[src/rtl/gt_streak_monitor.sv]
// gt_streak_monitor
//   Consumes results of the 2-bit greater-than comparator under a valid/ready
//   handshake. Over a window of WINDOW accepted samples it counts A>B results
//   and tracks the current and longest run of consecutive A>B. It then emits
//   one summary on an out_valid/out_ready handshake.
//
//   Optional feature: define GT_CHECK_EN to add the gt_err port. The monitor
//   then recomputes in_a > in_b on each accept and sets a sticky mismatch flag.
//   Without the macro, in_a/in_b are unused and gt_err does not exist.
//
// Ports
//   clk            in   rising-edge clock
//   rst            in   synchronous active-high reset
//   in_valid       in   comparator sample present
//   in_ready       out  monitor can accept a sample (0 in REPORT and during rst)
//   in_a, in_b     in   operands as applied to the comparator (W bits)
//   in_gt          in   comparator output F (1 = A>B)
//   out_valid      out  window summary available
//   out_ready      in   downstream takes the summary
//   out_gt_count   out  number of in_gt=1 samples in the window (CW bits)
//   out_max_streak out  longest run of consecutive in_gt=1 (CW bits)
//   streak_hit     out  one-cycle pulse after the accept that makes the run == THRESH
//   gt_err         out  sticky comparator-mismatch flag (GT_CHECK_EN only)
module gt_streak_monitor #(
  parameter int unsigned W      = 2,
  parameter int unsigned WINDOW = 16,
  parameter int unsigned CW     = 5,
  parameter int unsigned THRESH = 3
) (
  input  logic          clk,
  input  logic          rst,
  input  logic          in_valid,
  output logic          in_ready,
  input  logic [W-1:0]  in_a,
  input  logic [W-1:0]  in_b,
  input  logic          in_gt,
  output logic          out_valid,
  input  logic          out_ready,
  output logic [CW-1:0] out_gt_count,
  output logic [CW-1:0] out_max_streak,
  output logic          streak_hit
`ifdef GT_CHECK_EN
  ,
  output logic          gt_err
`endif
);

  typedef enum logic [1:0] {
    S_IDLE   = 2'd0,
    S_ACCUM  = 2'd1,
    S_REPORT = 2'd2
  } state_t;

  localparam logic [CW-1:0] WIN_C = CW'(WINDOW);
  localparam logic [CW-1:0] THR_C = CW'(THRESH);
  localparam logic [CW-1:0] ONE_C = CW'(1);

  state_t        r_state;
  state_t        w_state_nxt;

  logic [CW-1:0] r_sample_cnt;
  logic [CW-1:0] r_gt_cnt;
  logic [CW-1:0] r_streak;
  logic [CW-1:0] r_max_streak;

  logic          r_out_valid;
  logic [CW-1:0] r_out_gt;
  logic [CW-1:0] r_out_max;
  logic          r_hit;

  logic          w_accept;
  logic          w_last;
  logic          w_report_done;
  logic [CW-1:0] w_sample_inc;
  logic [CW-1:0] w_streak_inc;
  logic [CW-1:0] w_gt_nxt;
  logic [CW-1:0] w_streak_nxt;
  logic [CW-1:0] w_max_nxt;

  assign w_sample_inc = r_sample_cnt + ONE_C;
  assign w_streak_inc = r_streak + ONE_C;
  assign w_last       = (w_sample_inc == WIN_C);

  // State register
  always_ff @(posedge clk) begin
    if (rst) begin
      r_state <= S_IDLE;
    end else begin
      r_state <= w_state_nxt;
    end
  end

  // Next state and handshake decode
  always_comb begin
    w_state_nxt   = r_state;
    in_ready      = 1'b0;
    w_accept      = 1'b0;
    w_report_done = 1'b0;
    unique case (r_state)
      S_IDLE, S_ACCUM: begin
        in_ready = !rst;
        w_accept = in_valid && !rst;
        if (w_accept) begin
          w_state_nxt = w_last ? S_REPORT : S_ACCUM;
        end
      end
      S_REPORT: begin
        w_report_done = r_out_valid && out_ready;
        if (w_report_done) begin
          w_state_nxt = S_IDLE;
        end
      end
      default: w_state_nxt = S_IDLE;
    endcase
  end

  // Per-accept counter updates
  always_comb begin
    w_gt_nxt     = r_gt_cnt;
    w_streak_nxt = '0;
    w_max_nxt    = r_max_streak;
    if (in_gt) begin
      w_gt_nxt     = r_gt_cnt + ONE_C;
      w_streak_nxt = w_streak_inc;
      if (w_streak_inc > r_max_streak) begin
        w_max_nxt = w_streak_inc;
      end
    end
  end

  // Window counters, summary registers and streak pulse
  always_ff @(posedge clk) begin
    if (rst) begin
      r_sample_cnt <= '0;
      r_gt_cnt     <= '0;
      r_streak     <= '0;
      r_max_streak <= '0;
      r_out_valid  <= 1'b0;
      r_out_gt     <= '0;
      r_out_max    <= '0;
      r_hit        <= 1'b0;
    end else begin
      // The run only grows past THRESH until broken, so equality fires once per run
      r_hit <= w_accept && in_gt && (w_streak_inc == THR_C);
      if (w_accept) begin
        r_sample_cnt <= w_sample_inc;
        r_gt_cnt     <= w_gt_nxt;
        r_streak     <= w_streak_nxt;
        r_max_streak <= w_max_nxt;
        if (w_last) begin
          r_out_gt    <= w_gt_nxt;
          r_out_max   <= w_max_nxt;
          r_out_valid <= 1'b1;
        end
      end else if (w_report_done) begin
        r_sample_cnt <= '0;
        r_gt_cnt     <= '0;
        r_streak     <= '0;
        r_max_streak <= '0;
        r_out_valid  <= 1'b0;
      end
    end
  end

  assign out_valid      = r_out_valid;
  assign out_gt_count   = r_out_gt;
  assign out_max_streak = r_out_max;
  assign streak_hit     = r_hit;

`ifdef GT_CHECK_EN
  logic r_gt_err;
  logic w_gt_calc;

  assign w_gt_calc = (in_a > in_b);

  // Sticky until reset; in_gt remains authoritative for counting
  always_ff @(posedge clk) begin
    if (rst) begin
      r_gt_err <= 1'b0;
    end else if (w_accept && (w_gt_calc != in_gt)) begin
      r_gt_err <= 1'b1;
    end
  end

  assign gt_err = r_gt_err;
`else
  logic w_unused_operands;
  assign w_unused_operands = ^{in_a, in_b};
`endif

endmodule

[config.mk]
export PLATFORM = sky130hd
export DESIGN_NAME = gt_streak_monitor
export DESIGN_NICKNAME = d
export VERILOG_FILES = /design/src/rtl/gt_streak_monitor.sv
export SDC_FILE = /design/constraint.sdc
export NUM_CORES = 1
export LEC_CHECK = 0
export BUFFER_PORTS_ARGS = -buffer_cell sky130_fd_sc_hd__buf_4
export CAP_MARGIN = 10
export CORE_UTILIZATION = 51
export DETAILED_ROUTE_END_ITERATION = 12
export PLACE_DENSITY = 0.84
export SLEW_MARGIN = 20
export SYNTH_ARGS = -nofsm -noshare
export SYNTH_HDL_FRONTEND = slang
export SYNTH_SLANG_ARGS = --single-unit
[constraint.sdc]
create_clock -name clk -period 2.58 [get_ports clk]
set_input_delay 0.129 -clock clk [delete_from_list [all_inputs] [get_ports clk]]
set_output_delay 0.129 -clock clk [all_outputs]
set_load 0.01 [all_outputs]
# [Word-level counts from Yosys, hierarchy flattened]
# Cells that the tools add are included.
[word_totals] reg_bits=34 latch_bits=0 mem_bits_rw=0 romBits=0 in_bits=9 output_inout_bits=13 wordCells=50 n_memories=0
[classes] add_sub_neg=3 n_mul=0 div=0 n_lt_le_gt_ge=1 eq_ne=7 n_shift=0 n_mux=19 bitwise_logic=0 n_reduce_logical=11
[op_table] op="$mux 5" count=9
[op_table] op="$add 5x1->5 const B" count=3
[op_table] op="$mux 1" count=6
[op_table] op="$mux 2" count=3
[op_table] op="$reduce_and 2->1" count=3
[op_table] op="$eq 5x2->1 const B" count=1
[op_table] op="$eq 5x5->1 const B" count=1
[op_table] op="$gt 5x5->1" count=1
[op_table] op="$logic_and 1x1->1" count=4
[op_table] op="$ne 2x2->1 const B" count=2
[op_table] op="$pmux 2 s2" count=1
[op_table] op="$eq 2x1->1 const B" count=1
[op_table] op="$eq 2x2->1 const B" count=1
[op_table] op="$logic_not 2->1" count=1
[op_table] op="$ne 2x1->1 const B" count=1
[op_table] op="$reduce_bool 2->1" count=1
[op_table] op="$reduce_or 2->1" count=1
[op_table] op="$logic_not 1->1" count=1

# [Logic depth before layout (Yosys ltp)]
# Gate-level depths: netlist (run 1).
[depth] word_depth=5 ltp_mapped=10 ltp_nobuf=9

# [Worst setup path before layout (run 1)]
# Ideal clock, no wire load.
[synth_path] path_type="register -> register" startpoint="register r_streak[0]" endpoint="register r_out_max[0] (netlist: out_max_streak[0])" setup_ns=0.129 arrival_ns=2.282 required_ns=2.451 slack_ns=0.169 stages_incl_launch_ff=10 path_buffers=1 period_less_slack_ns=2.411 cell_sequence="dfxtp_1 -> ha_1 -> nand3_1 -> xnor2_1 -> ha_1 -> a211o_1 -> o21a_1 -> clkbuf_1 -> a211oi_1 -> nor4_2"
[synth_between] elab_chain_cells=4
[synth_lines] item="start, declared" line="63" source="logic [CW-1:0] r_streak;"
[synth_lines] item="start signal, assigned" line="148" source="r_streak <= w_streak_nxt;"
[synth_lines] item="$add 5x1->5 *" line="81" source="assign w_streak_inc = r_streak + ONE_C;"
[synth_lines] item="$gt 5x5->1" line="125" source="if (w_streak_inc > r_max_streak) begin"
[synth_lines] item="$mux 5 *" line="125"
[synth_lines] item="$mux 5 *" line="122" source="if (in_gt) begin"
[synth_lines] item="end signal, assigned" line="152" source="r_out_max <= w_max_nxt;"
[synth_lines] item="end, declared" line="68" source="logic [CW-1:0] r_out_max;"
# Mark *: on every way between the ends. The rest lies on a longest branch, timed or not.
# A chain may end at the register's enable or synchronous reset.

# [Worst setup path in the final report (run 1)]
[layout_path] startpoint="register r_streak[0]" endpoint="register r_out_max[3] (netlist: out_max_streak[3])"
# The elaborated chain is that of the path after synthesis.

==> metrics.yaml, run 1 <==
detailed_routing:
  drc: 0
  dr.pass1.iters: 4
  wl_per_cell_um: 13.94
  routed_wl_um: 3874
  vias: 1579
  antenna_left: 0
  routed_via_density: 5.680
  drtIter0Drc: 92
pwr:
  clock_power_share_pct: 33.2
  p_comb_share_pct: 10.1
  p_per_area_mw_per_mm2: 470.3
  ir_drop_mv: 0.3877
  swShare_pct: 27.03
  p_int_w: 0.0006990
  p_switching_w: 0.0002589
  leakage_nw: 0.7671
  p_seq_share_pct: 56.7
timing:
  setup_viol: 0
  hold_viol: 0
  skew_ns: 0.008753
  period_needed_ns: 2.388
  worst_pin_slew_ns: 0.5910
  relSlewSlack_pct: 60.60
  drv_slew: 0
  grt_setup_unrepaired: "no"
  tns_ns: 0
  fmax_ghz: 0.4188
  period_share_pct: 92.55
floorplan:
  num_rows: 21
  start_util_pct: 53.17
  boundaryPins: 22
  core_area_mm2: 0.003337
  fp.dieW_um: 60.98
  die_h_um: 60.98
  die_area_mm2: 0.003719
yosys:
  synth_cell_types: 39
  syn-num-nets: 229
  ys_seq_elements: 34
  async_reset_ff_share_pct: 0
  synth_edf_count: 0
  syn-instance-count: 211
  yosys_warnings: 0
  synthesis.area_mm2: 0.001774
  ys_seq_area_share_pct: 38.36
  synth.avg_cell_area_um2: 8.409
  synthFlopType: "dfxtp_1"
worst_setup_path:
  path_common_cell: "ha_1"
  arrival_ns: 2.61
  cp_slowest_cell: "dfxtp_1"
  worstPathMaxFanout: 7
  critical_path_class: "flop to flop"
  cp-start-kind: "flop"
  cp.required_ns: 2.80
  crit_chain: "ha_1 > nand3_1 > xnor2_1 > ha_1 > a211o_1 > o21ai_1 > nor2_1 > o311ai_0"
  end_kind: "flop"
  max_stage_delay_ns: 0.46
clocking:
  clk_latency_ns: 0.34
  htree_num_levels: 2
  cts_root_buf: "clkbuf_4"
  clk_path_buf_depth: 2
  cts_buffers: 5
  clkTransAtPathRegs_ns: 0.10
  cts_tree: "done"
  clock_sinks: 34
  postCtsSetupRepairBufs: 0
finish:
  syn_to_final_growth_pct: 14.81
  seq_area_um2: 680.7
  instances_no_fill: 278
  multi_input_area_um2: 999.7
  most-common-layout-cells: "dfxtp_1, nor2_1, buf_4"
  nFillCells: 292
  nets: 249
  layout-drive-gt1-share_pct: 17.24
  final_common_cell: "dfxtp_1"
  antenna_cells: 0
placement:
  dp_cells: 269
  hpwl_um: 2588
  port-buffer-count: 17
  gp_congestion: 0.8387
global_route:
  grt_pass1_wl_um: 5961
  gr-total-overflow: 0
  grt_pass1_vias: 1345
  grt_max_degree: 40
  antenna_found_initial: 0
  grt_usage_pct: 22.39
min_path:
  hold_class: "input port to flop"
run:
  drv_cap: 0
status:
  outcome: "complete, no violations"
==> power groups by stage <==
stage	Clock, W	Sequential [W]	Combinational, W
final	0.000318	0.000543	0.0000967
after global routing	0.000350	0.000544	0.000106
after CTS	0.000329	0.000542	0.0000952
after detailed placement	0	0.000554	0.0000934
after global placement	0	0.000553	0.0000913
after floorplan	0	0.000551	0.0000660
==> stage by stage <==
step | instance area [µm²] | setup slack [ns] | utilization [%] | hold WS, ns | total power (W)
5_1_grt | 2037 | 0.04737 | 61.04 | 0.1087 | 0.0009989
3_3_place_gp | 1962 | 0.2261 | 58.79 | 0.3451 | 0.0006445
4_1_cts | 2036 | 0.1726 | 61.00 | 0.1027 | 0.0009663
3_5_place_dp | 1962 | 0.1873 | 58.79 | 0.3450 | 0.0006477
6_report | 2037 | 0.1923 | 61.04 | 0.1217 | 0.0009579
2_1_floorplan | 1774 | 0.1688 | - | 0.2185 | 0.0006171
==> sequential cells by signal, summed over array words and instances (netlist names) <==
register        cells
out_gt_count        5
out_max_streak      5
r_state             2
out_valid           1
streak_hit          1
r_gt_cnt            5
r_max_streak        5
r_streak            5
r_sample_cnt        5
==> cell usage after synthesis (all sizes together), types with 6 or more instances <==
cell type | n | area, µm²
dfxtp | 34 | 680.7
nor2 | 28 | 105.1
a21oi | 16 | 80.08
nand2 | 15 | 56.30
ha | 9 | 112.6
nand4 | 9 | 56.30
inv | 8 | 30.03
nand3b | 8 | 60.06
a22oi | 7 | 52.55
buf | 7 | 43.79
clkbuf | 7 | 26.28
nand3 | 6 | 30.03
o21ai | 6 | 30.02
o311ai | 6 | 52.55
xnor2 | 6 | 52.55
==> routing by layer <==
| metal | GRT usage [%] | part of all wire, % |
|---|---|---|
| met3 | 6.397 | 3.1 |
| met2 | 35.79 | 48 |
| met1 | 27.90 | 47 |
| met5 | 0 | 0 |
| met4 | 10.39 | 1.6 |
==> critical path, delay by kind of cell (launching register included) <==
family | cells | cell delay [ns]
compound gates | 3 | 0.81
fa+ha+maj | 2 | 0.56
flops | 1 | 0.46
simple gates | 2 | 0.26
xor+xnor | 1 | 0.19
==> worst paths after layout <==
path                                 startpoint           endpoint  slack (ns)  cells after the start
worst min register to register  out_gt_count[3]    out_gt_count[3]        0.46                      2
worst max register to register      r_streak[0]  out_max_streak[3]        0.19                      8
worst min-delay path                  out_ready         r_state[1]        0.12                      4
worst max-delay path                r_streak[0]  out_max_streak[3]        0.19                      8
==> cell families (layout without fill, tap and decap cells) <==
family,after synthesis,count (layout),synth area share (%)
DFF,34,34,38.36
adders and majority gates,9,9,6.347
and+or+nand+nor,90,90,27.50
buffers and inverters,22,43,5.642
AOI/OAI and AO/OA,47,47,17.56
muxes,1,1,0.6347
xor gates and xnor gates,8,8,3.949
==> area by class of cell <==
cell class / count / area share, %
Timing Repair Buffer: 27 / 10.07
Multi-Input combinational cell: 155 / 49.08
Clock inverter: 2 / 0.6143
Inverter: 8 / 1.474
Clock buffer: 6 / 2.518
Tap cell: 46 / 2.826
Sequential cell: 34 / 33.42
==> repair_timing <==
action                                  4_1_cts  5_1_grt
endpoints found under the hold margin         1        0
endpoints found under the setup margin        0        1
hold buffers                                  1        0
resized for setup                             0        1
(Power assumes the default switching activity.)
==> run 2, diff against run 1 <==
Settings changed: BUFFER_PORTS_ARGS -buffer_cell sky130_fd_sc_hd__buf_4 to -buffer_cell sky130_fd_sc_hd__buf_2.
==> metrics.yaml, run 2 (synthesized netlist as in run 1, its figures left out) <==
timing:
  grt_setup_unrepaired: "no"
  skew_ns: 0.01333  # +0.004573 ns
  fmax_ghz: 0.4211  # +0.56%
  period_needed_ns: 2.374  # -0.01326 ns
  drv_slew: 0  # unchanged
  hold_viol: 0  # unchanged
  tns_ns: 0  # unchanged
  setup_viol: 0  # unchanged
  relSlewSlack_pct: 60.78  # +0.17 points
  period_share_pct: 92.03  # -0.51 points
  worst_pin_slew_ns: 0.5884  # -0.002600 ns
global_route:
  grt_pass1_wl_um: 5747  # -3.6%
  grt_max_degree: 39  # -2.5%
  antenna_found_initial: 0  # unchanged
  gr-total-overflow: 0  # unchanged
  grt_pass1_vias: 1319  # -1.9%
  grt_usage_pct: 21.32  # -1.1 points
floorplan:
  core_area_mm2: 0.003337  # unchanged
  num_rows: 21  # unchanged
  fp.dieW_um: 60.98  # unchanged
  die_area_mm2: 0.003719  # unchanged
  die_h_um: 60.98  # unchanged
  start_util_pct: 53.17  # unchanged
  boundaryPins: 22  # unchanged
worst_setup_path:
  cp_slowest_cell: "dfxtp_1"
  max_stage_delay_ns: 0.41  # -0.05 ns
  end_kind: "flop"
  cp-start-kind: "flop"
  cp.required_ns: 2.81  # about the same
  crit_chain: "ha_1 > nand3_1 > xnor2_1 > ha_1 > a211o_1 > o21a_2 > a211oi_1 > nor4_2"
  worstPathMaxFanout: 12  # +5
  critical_path_class: "flop to flop"
  arrival_ns: 2.60  # about the same
  path_common_cell: "ha_1"
detailed_routing:
  drtIter0Drc: 99  # +7.6%
  antenna_left: 0  # unchanged
  dr.pass1.iters: 4  # unchanged
  vias: 1568  # -0.70%
  drc: 0  # unchanged
  routed_via_density: 5.661  # -0.34%
  wl_per_cell_um: 13.17  # -5.5%
  routed_wl_um: 3648  # -5.8%
clocking:
  clock_sinks: 34  # unchanged
  cts_hold_buffers: 0  # -1
  htree_num_levels: 2  # unchanged
  clk_latency_ns: 0.34  # about the same
  cts_root_buf: "clkbuf_4"
  clk_path_buf_depth: 2  # unchanged
  cts_buffers: 5  # unchanged
  cts_tree: "done"
  clkTransAtPathRegs_ns: 0.11  # about the same
placement:
  hpwl_um: 2524  # -2.5%
  port-buffer-count: 17  # unchanged
  dp_cells: 270  # +0.37%
  gp_congestion: 0.8762  # +4.5%
pwr:
  p_switching_w: 0.0002465  # -4.8%
  p_comb_share_pct: 10.3  # +0.2 points
  clock_power_share_pct: 30.2  # -3.0 points
  leakage_nw: 0.7632  # -0.51%
  swShare_pct: 27.08  # +0.051 points
  p_int_w: 0.0006639  # -5.0%
  ir_drop_mv: 0.2970  # -23%
  p_seq_share_pct: 59.5  # +2.8 points
  p_per_area_mw_per_mm2: 460.5  # -2.1%
finish:
  syn_to_final_growth_pct: 11.42
  layout-drive-gt1-share_pct: 17.75  # +0.51 points
  seq_area_um2: 681.9  # +0.18%
  nets: 249  # unchanged
  most-common-layout-cells: "dfxtp_1, nor2_1, buf_2"
  antenna_cells: 0  # unchanged
  final_common_cell: "dfxtp_1"
  instances_no_fill: 277  # -0.36%
  nFillCells: 319  # +9.2%
  multi_input_area_um2: 999.7  # unchanged
min_path:
  hold_class: "input port to flop"
status:
  outcome: "complete, no violations"
run:
  drv_cap: 0  # unchanged
run 2: cell count changes in the layout (fill, tap and decap cells not counted):
cell           delta
clkinv_2          +1
dfxtp_2           +1
clkinvlp_4        -1
buf_4            -16
dfxtp_1           -1
clkbuf_8          -1
dlygate4sd3_1     -1
buf_2            +17
o311ai_0          -1
o311ai_1          +1
run 2: layer usage:
metal	routed length, µm	vias to the layer above	part of all wire [%]	track usage, %
met4	56	0	1.5	8.766
met2	1722	28	47	35.01
li1	-	809	-	-
met1	1742	725	48	26.34
met3	127	6	3.5	5.970
met5	0	-	0	0
run 2: worst paths after layout:
kind	start	slack, ns	end	depth (start not counted)
setup reg to reg	r_streak[1]	0.21	out_max_streak[0]	8
hold / removal	in_valid	0.02	r_state[0]	2
hold reg to reg	out_gt_count[3]	0.46	out_gt_count[3]	2
setup / recovery	r_streak[1]	0.21	out_max_streak[0]	8
run 2: stage by stage:
stage | power, W | cell area, µm² | setup WS, ns | utilization (%) | hold slack (ns)
floorplan | 0.0006171 | 1774 | 0.1688 | - | 0.2185
global route | 0.0009542 | 1977 | 0.01094 | 59.24 | 0.01928
finish | 0.0009104 | 1977 | 0.2055 | 59.24 | 0.01842
detailed placement | 0.0006445 | 1927 | 0.1434 | 57.74 | 0.3770
global placement | 0.0006437 | 1927 | 0.2141 | 57.74 | 0.3808
CTS | 0.0009196 | 1974 | 0.1409 | 59.17 | 0.0001103
run 2: cell type report:
| cell class | count | share of cell area [%] |
|---|---|---|
| clock buffer | 5 | 1.899 |
| timing repair buffer | 27 | 8.101 |
| multi-input combinational | 155 | 50.57 |
| inverter | 8 | 1.519 |
| sequential | 34 | 34.49 |
| clock inverter | 2 | 0.5063 |
| tap | 46 | 2.911 |
run 2: timing repair:
item,4_1_cts,5_1_grt
endpoints found under the setup margin,0,6
resized for setup,0,3
buffers inserted,0,0
run 2: worst max-delay path: cells and delay by family (launching register included):
family,cells,cell delay [ns]
flops,1,0.41
fa+ha+maj,2,0.55
simple gates,2,0.19
xor+xnor,1,0.24
compound gates,3,0.86
run 2: power by group through the flow:
stage / combinational (W) / sequential [W] / clock, W
2_1_floorplan: 0.0000660 / 0.000551 / 0
3_3_place_gp: 0.0000906 / 0.000553 / 0
3_5_place_dp: 0.0000909 / 0.000554 / 0
4_1_cts: 0.0000917 / 0.000541 / 0.000287
5_1_grt: 0.000103 / 0.000544 / 0.000307
6_report: 0.0000937 / 0.000542 / 0.000275
==> run 3, diff against run 2 <==
Settings changed: CORE_ASPECT_RATIO set to 0.6.
==> metrics.yaml, run 3 (synthesized netlist as in run 1, its figures left out) <==
finish:
  layout-drive-gt1-share_pct: 18.97  # +1.2 points
  most-common-layout-cells: "dfxtp_1, nor2_1, buf_2"
  syn_to_final_growth_pct: 14.60
  fin_area_mm2: 0.002033  # +2.8%
  nFillCells: 301  # -5.6%
  antenna_cells: 0  # unchanged
  nets: 249  # unchanged
  final_util_pct: 61.93  # +2.7 points
  final_common_cell: "dfxtp_1"
timing:
  tns_ns: 0  # unchanged
  worst_pin_slew_ns: 0.5912  # +0.002823 ns
  grt_setup_unrepaired: "no"
  relSlewSlack_pct: 60.59  # -0.19 points
  period_needed_ns: 2.399  # +0.02411 ns
  setup_viol: 0  # unchanged
  whs_ns: 0.06510  # +0.04668 ns
  hold_viol: 0  # unchanged
  fmax_ghz: 0.4169  # -1.0%
  skew_ns: 0.005801  # -0.007525 ns
  period_share_pct: 92.97  # +0.93 points
  drv_slew: 0  # unchanged
placement:
  hpwl_um: 2748  # +8.9%
  gp_congestion: 0.8386  # -4.3%
  placed_area_mm2: 0.001926  # about the same
  port-buffer-count: 17  # unchanged
detailed_routing:
  wl_per_cell_um: 14.28  # +8.4%
  routed_wl_um: 3955  # +8.4%
  vias: 1586  # +1.1%
  antenna_left: 0  # unchanged
  routed_via_density: 5.726  # +1.1%
  drtIter0Drc: 132  # +33%
  dr.pass1.iters: 4  # unchanged
  drc: 0  # unchanged
pwr:
  p_per_area_mw_per_mm2: 520.9  # +13%
  ir_drop_mv: 0.3519  # +18%
  leakage_nw: 0.7899  # +3.5%
clocking:
  clock_sinks: 34  # unchanged
  cts_tree: "done"
  cts_hold_buffers: 0  # unchanged
  htree_num_levels: 2  # unchanged
  post_cts_resized: 0  # unchanged
  cts_buffers: 5  # unchanged
  postCtsSetupRepairBufs: 0  # unchanged
  cts_root_buf: "clkbuf_8"
  clk_path_buf_depth: 2  # unchanged
  clk_latency_ns: 0.30  # -0.04 ns
  clkTransAtPathRegs_ns: 0.07  # -0.04 ns
floorplan:
  fp.dieW_um: 78.15  # +28%
  boundaryPins: 22  # unchanged
  start_util_pct: 54.04  # +0.87 points
  num_rows: 16  # -24%
  die_h_um: 47.69  # -22%
  die_area_mm2: 0.003726  # +0.21%
  core_area_mm2: 0.003283  # -1.6%
worst_setup_path:
  path_buf_inv: 0  # unchanged
  critical_path_class: "flop to flop"
  max_stage_delay_ns: 0.39  # -0.02 ns
  cp_num_cells: 8  # unchanged
  cp-start-kind: "flop"
  end_kind: "flop"
  cp.required_ns: 2.77  # -0.04 ns
  path_common_cell: "ha_1"
  crit_chain: "ha_1 > nand3_1 > xnor2_2 > ha_1 > a211o_1 > o21ai_1 > nor2_2 > o311ai_0"
  path_delay_family: "compound AO/OA/AOI/OAI gates"
  reg2regPathDepth: 8  # unchanged
  arrival_ns: 2.59  # about the same
  cp_slowest_cell: "dfxtp_1"
  worstPathMaxFanout: 7  # -5
status:
  outcome: "complete, no violations"
global_route:
  antenna_found_initial: 0  # unchanged
  grt_usage_pct: 23.04  # +1.7 points
  grt_pass1_vias: 1259  # -4.5%
  grt_max_degree: 39  # unchanged
  gr-total-overflow: 0  # unchanged
  grt_pass1_wl_um: 6265  # +9.0%
min_path:
  hold_class: "input port to flop"
  whs_path_depth: 2  # unchanged
run:
  drv_cap: 0  # unchanged
## run 3: power breakdown
part	total, W	leakage [nW]	internal, W	switching [W]
clock	0.000421	0.0472	0.000214	0.000206
sequential	0.000543	0.275	0.000532	0.0000106
combinational	0.0000955	0.467	0.0000339	0.0000616
## run 3: worst paths after layout
check                  start                end  slack [ns]
max              r_streak[1]  out_max_streak[3]        0.18
min reg2reg  out_gt_count[2]    out_gt_count[2]        0.46
min                 in_valid         r_state[0]        0.07
max reg2reg      r_streak[1]  out_max_streak[3]        0.18
## run 3: through the flow
step,cells,setup slack (ns),power (W)
finish,277,0.1814,0.001059
global route,277,0.008697,0.001110
CTS,277,0.07211,0.001067
detailed placement,269,0.09929,0.0006466
global placement,269,0.2066,0.0006454
floorplan,211,0.1688,0.0006171
## run 3: layer usage
layer  routed length, µm  GRT usage (%)  part of all wire (%)
met1                1992          32.42                    50
met2                1673          34.04                    42
met3                 238          6.286                   6.0
met4                  50          8.889                   1.3
met5                   0              0                     0
## run 3: worst register-to-register path: stages, from the launching register on
cell      delay, ns
dfxtp_1        0.39
ha_1           0.26
nand3_1        0.16
xnor2_2        0.18
ha_1           0.30
a211o_1        0.29
o21ai_1        0.26
nor2_2         0.13
o311ai_0       0.32
## run 3: final cells by class
type                            instances  area, µm²  area share [%]
Clock buffer                            6      82.58           4.062
Clock inverter                          2      12.51          0.6154
Inverter                                8      30.03           1.477
Multi-Input combinational cell        155       1010           49.66
Sequential cell                        34      681.9           33.54
Tap cell                               45      56.30           2.769
Timing Repair Buffer                   27      160.2           7.877
